[src/rtl/range_info_loader_pkg.sv]
// rtl/range_info_loader_pkg.sv - shared constants, state encoding and width helpers for the range-info loader
package range_info_loader_pkg;

    // Error flag bit positions inside the sticky err bus
    localparam int ERR_LEN   = 0;
    localparam int ERR_POS   = 1;
    localparam int ERR_ORDER = 2;
    localparam int ERR_W     = 3;

    typedef enum logic [1:0] {
        ST_LOAD  = 2'd0,
        ST_READY = 2'd1,
        ST_ERROR = 2'd2
    } state_e;

    // Index of the highest set bit (0 for an input of 0)
    function automatic int msb_idx(input int value);
        int r;
        r = 0;
        for (int i = 0; i < 31; i++) begin
            if (value[i]) r = i;
        end
        return r;
    endfunction

    // Index of the active bit inside an entry; position bits sit below it
    function automatic int active_bit(input int word_max_len);
        return 1 + msb_idx(word_max_len - 1);
    endfunction

    // Entry width: position field plus the active bit
    function automatic int entry_width(input int word_max_len);
        return active_bit(word_max_len) + 1;
    endfunction

endpackage

[src/rtl/range_entry_check.sv]
// rtl/range_entry_check.sv - combinational validator for one incoming range entry byte
module range_entry_check
    import range_info_loader_pkg::*;
#(
    parameter int WORD_MAX_LEN = 8,
    parameter int ENTRY_W      = entry_width(WORD_MAX_LEN)
) (
    input  logic [7:0]       din_i,
    input  logic             earlier_inactive_i,
    output logic [ERR_W-1:0] err_o
);

    localparam int ACT_BIT = ENTRY_W - 1;
    // Bits above the entry field must be zero in a legal byte
    localparam logic [7:0] UPPER_MASK = 8'(32'hFF << ENTRY_W);

    logic               active;
    logic [ACT_BIT-1:0] pos;

    assign active = din_i[ACT_BIT];
    assign pos    = din_i[ACT_BIT-1:0];

    // Length overflow depends on the slot count, so the loader owns that flag
    always_comb begin
        err_o            = '0;
        err_o[ERR_POS]   = (|(din_i & UPPER_MASK)) | (active & (int'(pos) >= WORD_MAX_LEN));
        err_o[ERR_ORDER] = active & earlier_inactive_i;
    end

endmodule

[src/rtl/range_info_loader.sv]
// rtl/range_info_loader.sv - double-buffered loader of packed range_info from the pkt_comm byte stream
module range_info_loader
    import range_info_loader_pkg::*;
#(
    parameter int WORD_MAX_LEN   = 8,
    parameter int RANGES_MAX     = 8,
    parameter int RANGE_INFO_MSB = active_bit(WORD_MAX_LEN)
) (
    input  logic                                      CLK,
    input  logic                                      rst_n,
    input  logic [7:0]                                din,
    input  logic                                      wr_en,
    input  logic                                      pkt_end,
    output logic                                      full,
    input  logic                                      gen_idle,
    output logic [RANGES_MAX*(RANGE_INFO_MSB+1)-1:0]  range_info,
    output logic                                      range_info_new,
    output logic [ERR_W-1:0]                          err
);

    localparam int ENTRY_W = RANGE_INFO_MSB + 1;
    localparam int CNT_W   = (RANGES_MAX > 1) ? $clog2(RANGES_MAX) : 1;
    localparam logic [CNT_W-1:0] LAST_SLOT = CNT_W'(RANGES_MAX - 1);

    state_e                                   state_q;
    logic [CNT_W-1:0]                         cnt_q;
    logic [RANGES_MAX-1:0][ENTRY_W-1:0]       shadow_q;
    logic                                     inactive_seen_q;
    logic [RANGES_MAX*ENTRY_W-1:0]            range_info_q;
    logic                                     range_info_new_q;
    logic [ERR_W-1:0]                         err_q;
    logic                                     full_q;

    logic                                     accept_d;
    logic [ERR_W-1:0]                         chk_err;
    logic [ERR_W-1:0]                         byte_err_d;

    range_entry_check #(
        .WORD_MAX_LEN (WORD_MAX_LEN),
        .ENTRY_W      (ENTRY_W)
    ) u_check (
        .din_i              (din),
        .earlier_inactive_i (inactive_seen_q),
        .err_o              (chk_err)
    );

    // Byte acceptance and the full set of error flags raised by this byte
    always_comb begin
        accept_d            = wr_en & ~full_q;
        byte_err_d          = chk_err;
        byte_err_d[ERR_LEN] = ~pkt_end & (cnt_q == LAST_SLOT);
    end

    // Loader FSM: fills the shadow, hands it over on gen_idle, parks in ERROR on any bad byte
    always_ff @(posedge CLK or negedge rst_n) begin
        if (!rst_n) begin
            state_q          <= ST_LOAD;
            cnt_q            <= '0;
            shadow_q         <= '0;
            inactive_seen_q  <= 1'b0;
            range_info_q     <= '0;
            range_info_new_q <= 1'b0;
            err_q            <= '0;
            full_q           <= 1'b0;
        end else begin
            range_info_new_q <= 1'b0;
            case (state_q)
                ST_LOAD: begin
                    if (accept_d) begin
                        if (byte_err_d != '0) begin
                            err_q   <= err_q | byte_err_d;
                            state_q <= ST_ERROR;
                            full_q  <= 1'b1;
                        end else begin
                            shadow_q[cnt_q] <= din[ENTRY_W-1:0];
                            if (!din[ENTRY_W-1]) inactive_seen_q <= 1'b1;
                            if (pkt_end) begin
                                for (int i = 0; i < RANGES_MAX; i++) begin
                                    if (i > int'(cnt_q)) shadow_q[i] <= '0;
                                end
                                state_q <= ST_READY;
                                full_q  <= 1'b1;
                            end else begin
                                cnt_q <= cnt_q + 1'b1;
                            end
                        end
                    end
                end
                ST_READY: begin
                    if (gen_idle) begin
                        range_info_q     <= shadow_q;
                        range_info_new_q <= 1'b1;
                        cnt_q            <= '0;
                        shadow_q         <= '0;
                        inactive_seen_q  <= 1'b0;
                        state_q          <= ST_LOAD;
                        full_q           <= 1'b0;
                    end
                end
                default: begin
                    full_q <= 1'b1;
                end
            endcase
        end
    end

    assign full           = full_q;
    assign range_info     = range_info_q;
    assign range_info_new = range_info_new_q;
    assign err            = err_q;

endmodule

[config.mk]
export PLATFORM = sky130hd
export DESIGN_NAME = range_info_loader
export DESIGN_NICKNAME = d
export VERILOG_FILES = /design/src/rtl/range_info_loader_pkg.sv /design/src/rtl/range_entry_check.sv /design/src/rtl/range_info_loader.sv
export SDC_FILE = /design/constraint.sdc
export NUM_CORES = 1
export LEC_CHECK = 0
export ABC_AREA = 1
export BUFFER_PORTS_ARGS = -buffer_cell sky130_fd_sc_hd__buf_2
export CAP_MARGIN = 20
export CORE_ASPECT_RATIO = 0.6
export CORE_MARGIN = 5
export CORE_UTILIZATION = 50
export DETAILED_ROUTE_END_ITERATION = 12
export PLACE_DENSITY = 0.66
export SYNTH_ARGS = -nofsm -noshare
export SYNTH_HDL_FRONTEND = slang
export SYNTH_SLANG_ARGS = --single-unit
[constraint.sdc]
create_clock -name CLK -period 2.2 [get_ports CLK]
set_input_delay 0 -clock CLK [delete_from_list [all_inputs] [get_ports CLK]]
set_output_delay 0 -clock CLK [all_outputs]
set_load 0.02 [all_outputs]
==> flow_summary.toml <==
[logic_synthesis]
seq_area_frac_synth_pct = 47.7
post_synth_main_area_contributors = "dfrtp_1 (48%), nand2_1 (17%), nand3_1 (5.7%)"
synth_async_sr_flop_share_pct = 100
synth.cell_area_um2 = 3940
yosysMostFrequentCell = "nand2_1"
synth_area_leader_cell = "dfrtp_1"
top_ff_cell_synth = "dfrtp_1"
synth-seq-cells = 75
ys.warnings.count = 0
netlist_instances = 501
synth_enable_flop_cells = 0
synth.top_cell.area_share_pct = 47.7
syn_nets = 518
ys_top_cells_by_count = "nand2_1 (174), dfrtp_1 (75), nand3_1 (45)"
synth_cell_type_count = 28
syn_avg_cell_area_um2 = 7.85

[sta]
report.final.setup_viol = 0
tightest_slew_ns = 0.947
unrepaired_setup_endpoints_after_global_routing = "false"
final-hold-violation-count = 0
final.period_utilization_pct = 88.0
achievable_clock_frequency_ghz = 0.516
fin_crit_ns = 1.94
fin_worst_hold_slack_ns = 0.0230
clock_skew_ns = 0.00490
fin_setup_tns_ns = 0
worst_slew_margin_rel_pct = 36.9
final-max-slew-violation-count = 0

[worst_hold_path]
hold_path_class = "input pin to register"

[final_layout]
area.growth.synth_to_final_pct = 17.6
drive_above_1_share_pct = 20.5
postLayoutCellArea_um2 = 4630
nNetsFinal = 564
antenna_cells = 0
fill_cells = 753

[worst_setup_path]
crit_end = "shadow_q[9]$_DFFE_PN0P_"
setup.worst_path.class = "register to register"
timing.reg2reg.setup_slack_ns = 0.26
critical_path.startpoint = "cnt_q[0]$_DFFE_PN0P_"
critical_path.endpoint_type = "register"
rr_startpoint = "cnt_q[0]$_DFFE_PN0P_"
timing.critical_path.slowest_cell_delay_ns = 0.38
path_common_cell = "nand2_1"
cp.required_ns = 2.42
path_max_fanout = 28
critical_path.startpoint_type = "register"
cpMaxStageDelayCell = "dfrtp_1"
worstPathArrival_ns = 2.15
path_cells = "ha_1, ha_1, nand2_2, nand2_1, nor2_2, nor2_4, nor2_8, inv_8, nand2_1, nand2_1"
crit-reg2reg-capture = "shadow_q[9]$_DFFE_PN0P_"
reg2regPathDepth = 10

[routing]
vias_per_cell = 4.93
detail_route.wirelength_mm = 8.54
ant_nets = 0
drt_pre_antenna_iters = 4
drc_errors = 0
drt_iter0_markers = 170
wl_per_cell_um = 13.0
total_via_count_in_the_routed_design = 3248

[pwr]
leakagePower_nw = 2.39
power_per_cell_area_nw_per_um2 = 726
vdd_drop_max_mv = 0.464

[clocking]
cts_max_level = 3
number_of_cts_inserted_buffers = 9
root_buffer = "clkbuf_16"
post_cts_resize_count = 0
cts.sinks = 75
clkTransAtPathRegs_ns = 0.06
clock_latency_reported_for_the_late_side_of_the_worst_skew_pair_ns = 0.33
cts-root-to-sink-buffers = 2
tritoncts = "done"

[place]
placed_cell_area_um2 = 4230
hpwl_mm = 5.92
io_buffers = 49
place_congestion = 0.858

[global_routing]
global_route.usage.met2_pct = 29.3
global_route.peak_usage_layer = "met2"
global_route_wire_length_before_repair_mm = 15.0
grt_overflow = 0
grt_antenna_before_repair = 0
track_usage_pct = 18.9
grt_start_max_net_pins = 76
use_met1_pct = 26.1
via_count_of_the_first_global_routing_pass = 3073
grt_util_met3_pct = 5.51

[floorplan]
fp.dieArea_um2 = 9800
start_util_pct = 50.7
floorplan.rows = 25
floorplan.core_area_um2 = 7760
chipWidth_um = 125
io_pins = 50
die_h_um = 78.7

[status]
result_of_the_run = "completed"

[flow_run]
cap_violations = 0
==> layout make-up <==
type	count	area, um2	area share (%)
clock buffers	10	239	5.17
clock inverters	5	125	2.70
inverters	52	203	4.38
multi-input cells	348	1680	36.2
flip-flops and latches	75	1880	40.6
well taps	108	135	2.92
repair buffers	61	370	8.01
==> per-layer routing <==
layer  vias up  part of all wire, %
li1       1708                    -
met3        10                  5.5
met5         -                    0
met1      1464                   50
met2        66                   43
met4         0                  1.3
==> worst min-delay path by stage <==
stage	from	to	slack (ns)	depth (start not counted)
after floorplan	rst_n	cnt_q[0]$_DFFE_PN0P_	-0.30	0
after global placement	rst_n	err[1]$_DFFE_PN0P_	0.19	1
after detailed placement	rst_n	err[1]$_DFFE_PN0P_	0.21	1
after CTS	din[3]	err[2]$_DFFE_PN0P_	0.007	3
after global routing	din[3]	err[2]$_DFFE_PN0P_	0.04	3
final	din[3]	err[2]$_DFFE_PN0P_	0.02	3
==> state kept, by name, indices dropped and copies added, names as in the netlist <==
name             flops
range_info          32
shadow_q            32
cnt_q                3
err                  3
state_q              2
full                 1
inactive_seen_q      1
range_info_new       1
==> critical path, delay by kind of cell (launching register included) <==
kind                       cells  cell delay (ns)
adders and majority gates      2             0.42
DFF                            1             0.38
and+or+nand+nor                7             0.84
buffers and inverters          1             0.16
==> power by group <==
part           leakage, nW  switching (mW)  internal [mW]
sequential           0.968          0.0127           1.41
clock                0.179           0.536           1.24
combinational         1.25           0.111         0.0477
==> through the flow <==
| step | power (mW) | util (%) | setup slack [ns] | instances |
|---|---|---|---|---|
| floorplan | 1.52 | - | 0.489 | 501 |
| global placement | 1.60 | 54.5 | 0.345 | 641 |
| detailed placement | 1.60 | 54.5 | 0.265 | 641 |
| CTS | 3.40 | 59.6 | 0.248 | 659 |
| global route | 3.49 | 59.6 | 0.0909 | 659 |
| finish | 3.36 | 59.6 | 0.263 | 659 |
==> what timing repair did <==
action	CTS	global route
hold buffers	3	0
setup buffers	0	0
hold endpoints to repair	77	0
==> placed cells by master (no fill, tap or decap), drive strengths merged <==
| cell type | count |
|---|---|
| buf | 58 |
| clkinv | 1 |
| bufinv | 4 |
| clkbuf | 10 |
| nor2 | 12 |
| o21ai | 35 |
| nand2 | 195 |
| a21oi | 30 |
| dlygate4sd3 | 3 |
| nand4 | 17 |
| ha | 4 |
| dfrtp | 75 |
| nor3 | 4 |
| o21bai | 3 |
| nand3b | 1 |
| nand3 | 47 |
| inv | 52 |
==> cell families (layout without fill, tap and decap cells) <==
kind of cell	Yosys count	count (layout)	share of synthesized area (%)
and+or+nand+nor	276	276	32.2
buffers and inverters	78	128	9.70
DFF	75	75	47.7
AOI/OAI and AO/OA	68	68	9.13
adders and majority gates	4	4	1.27
Power figures use the tool's default switching activity.
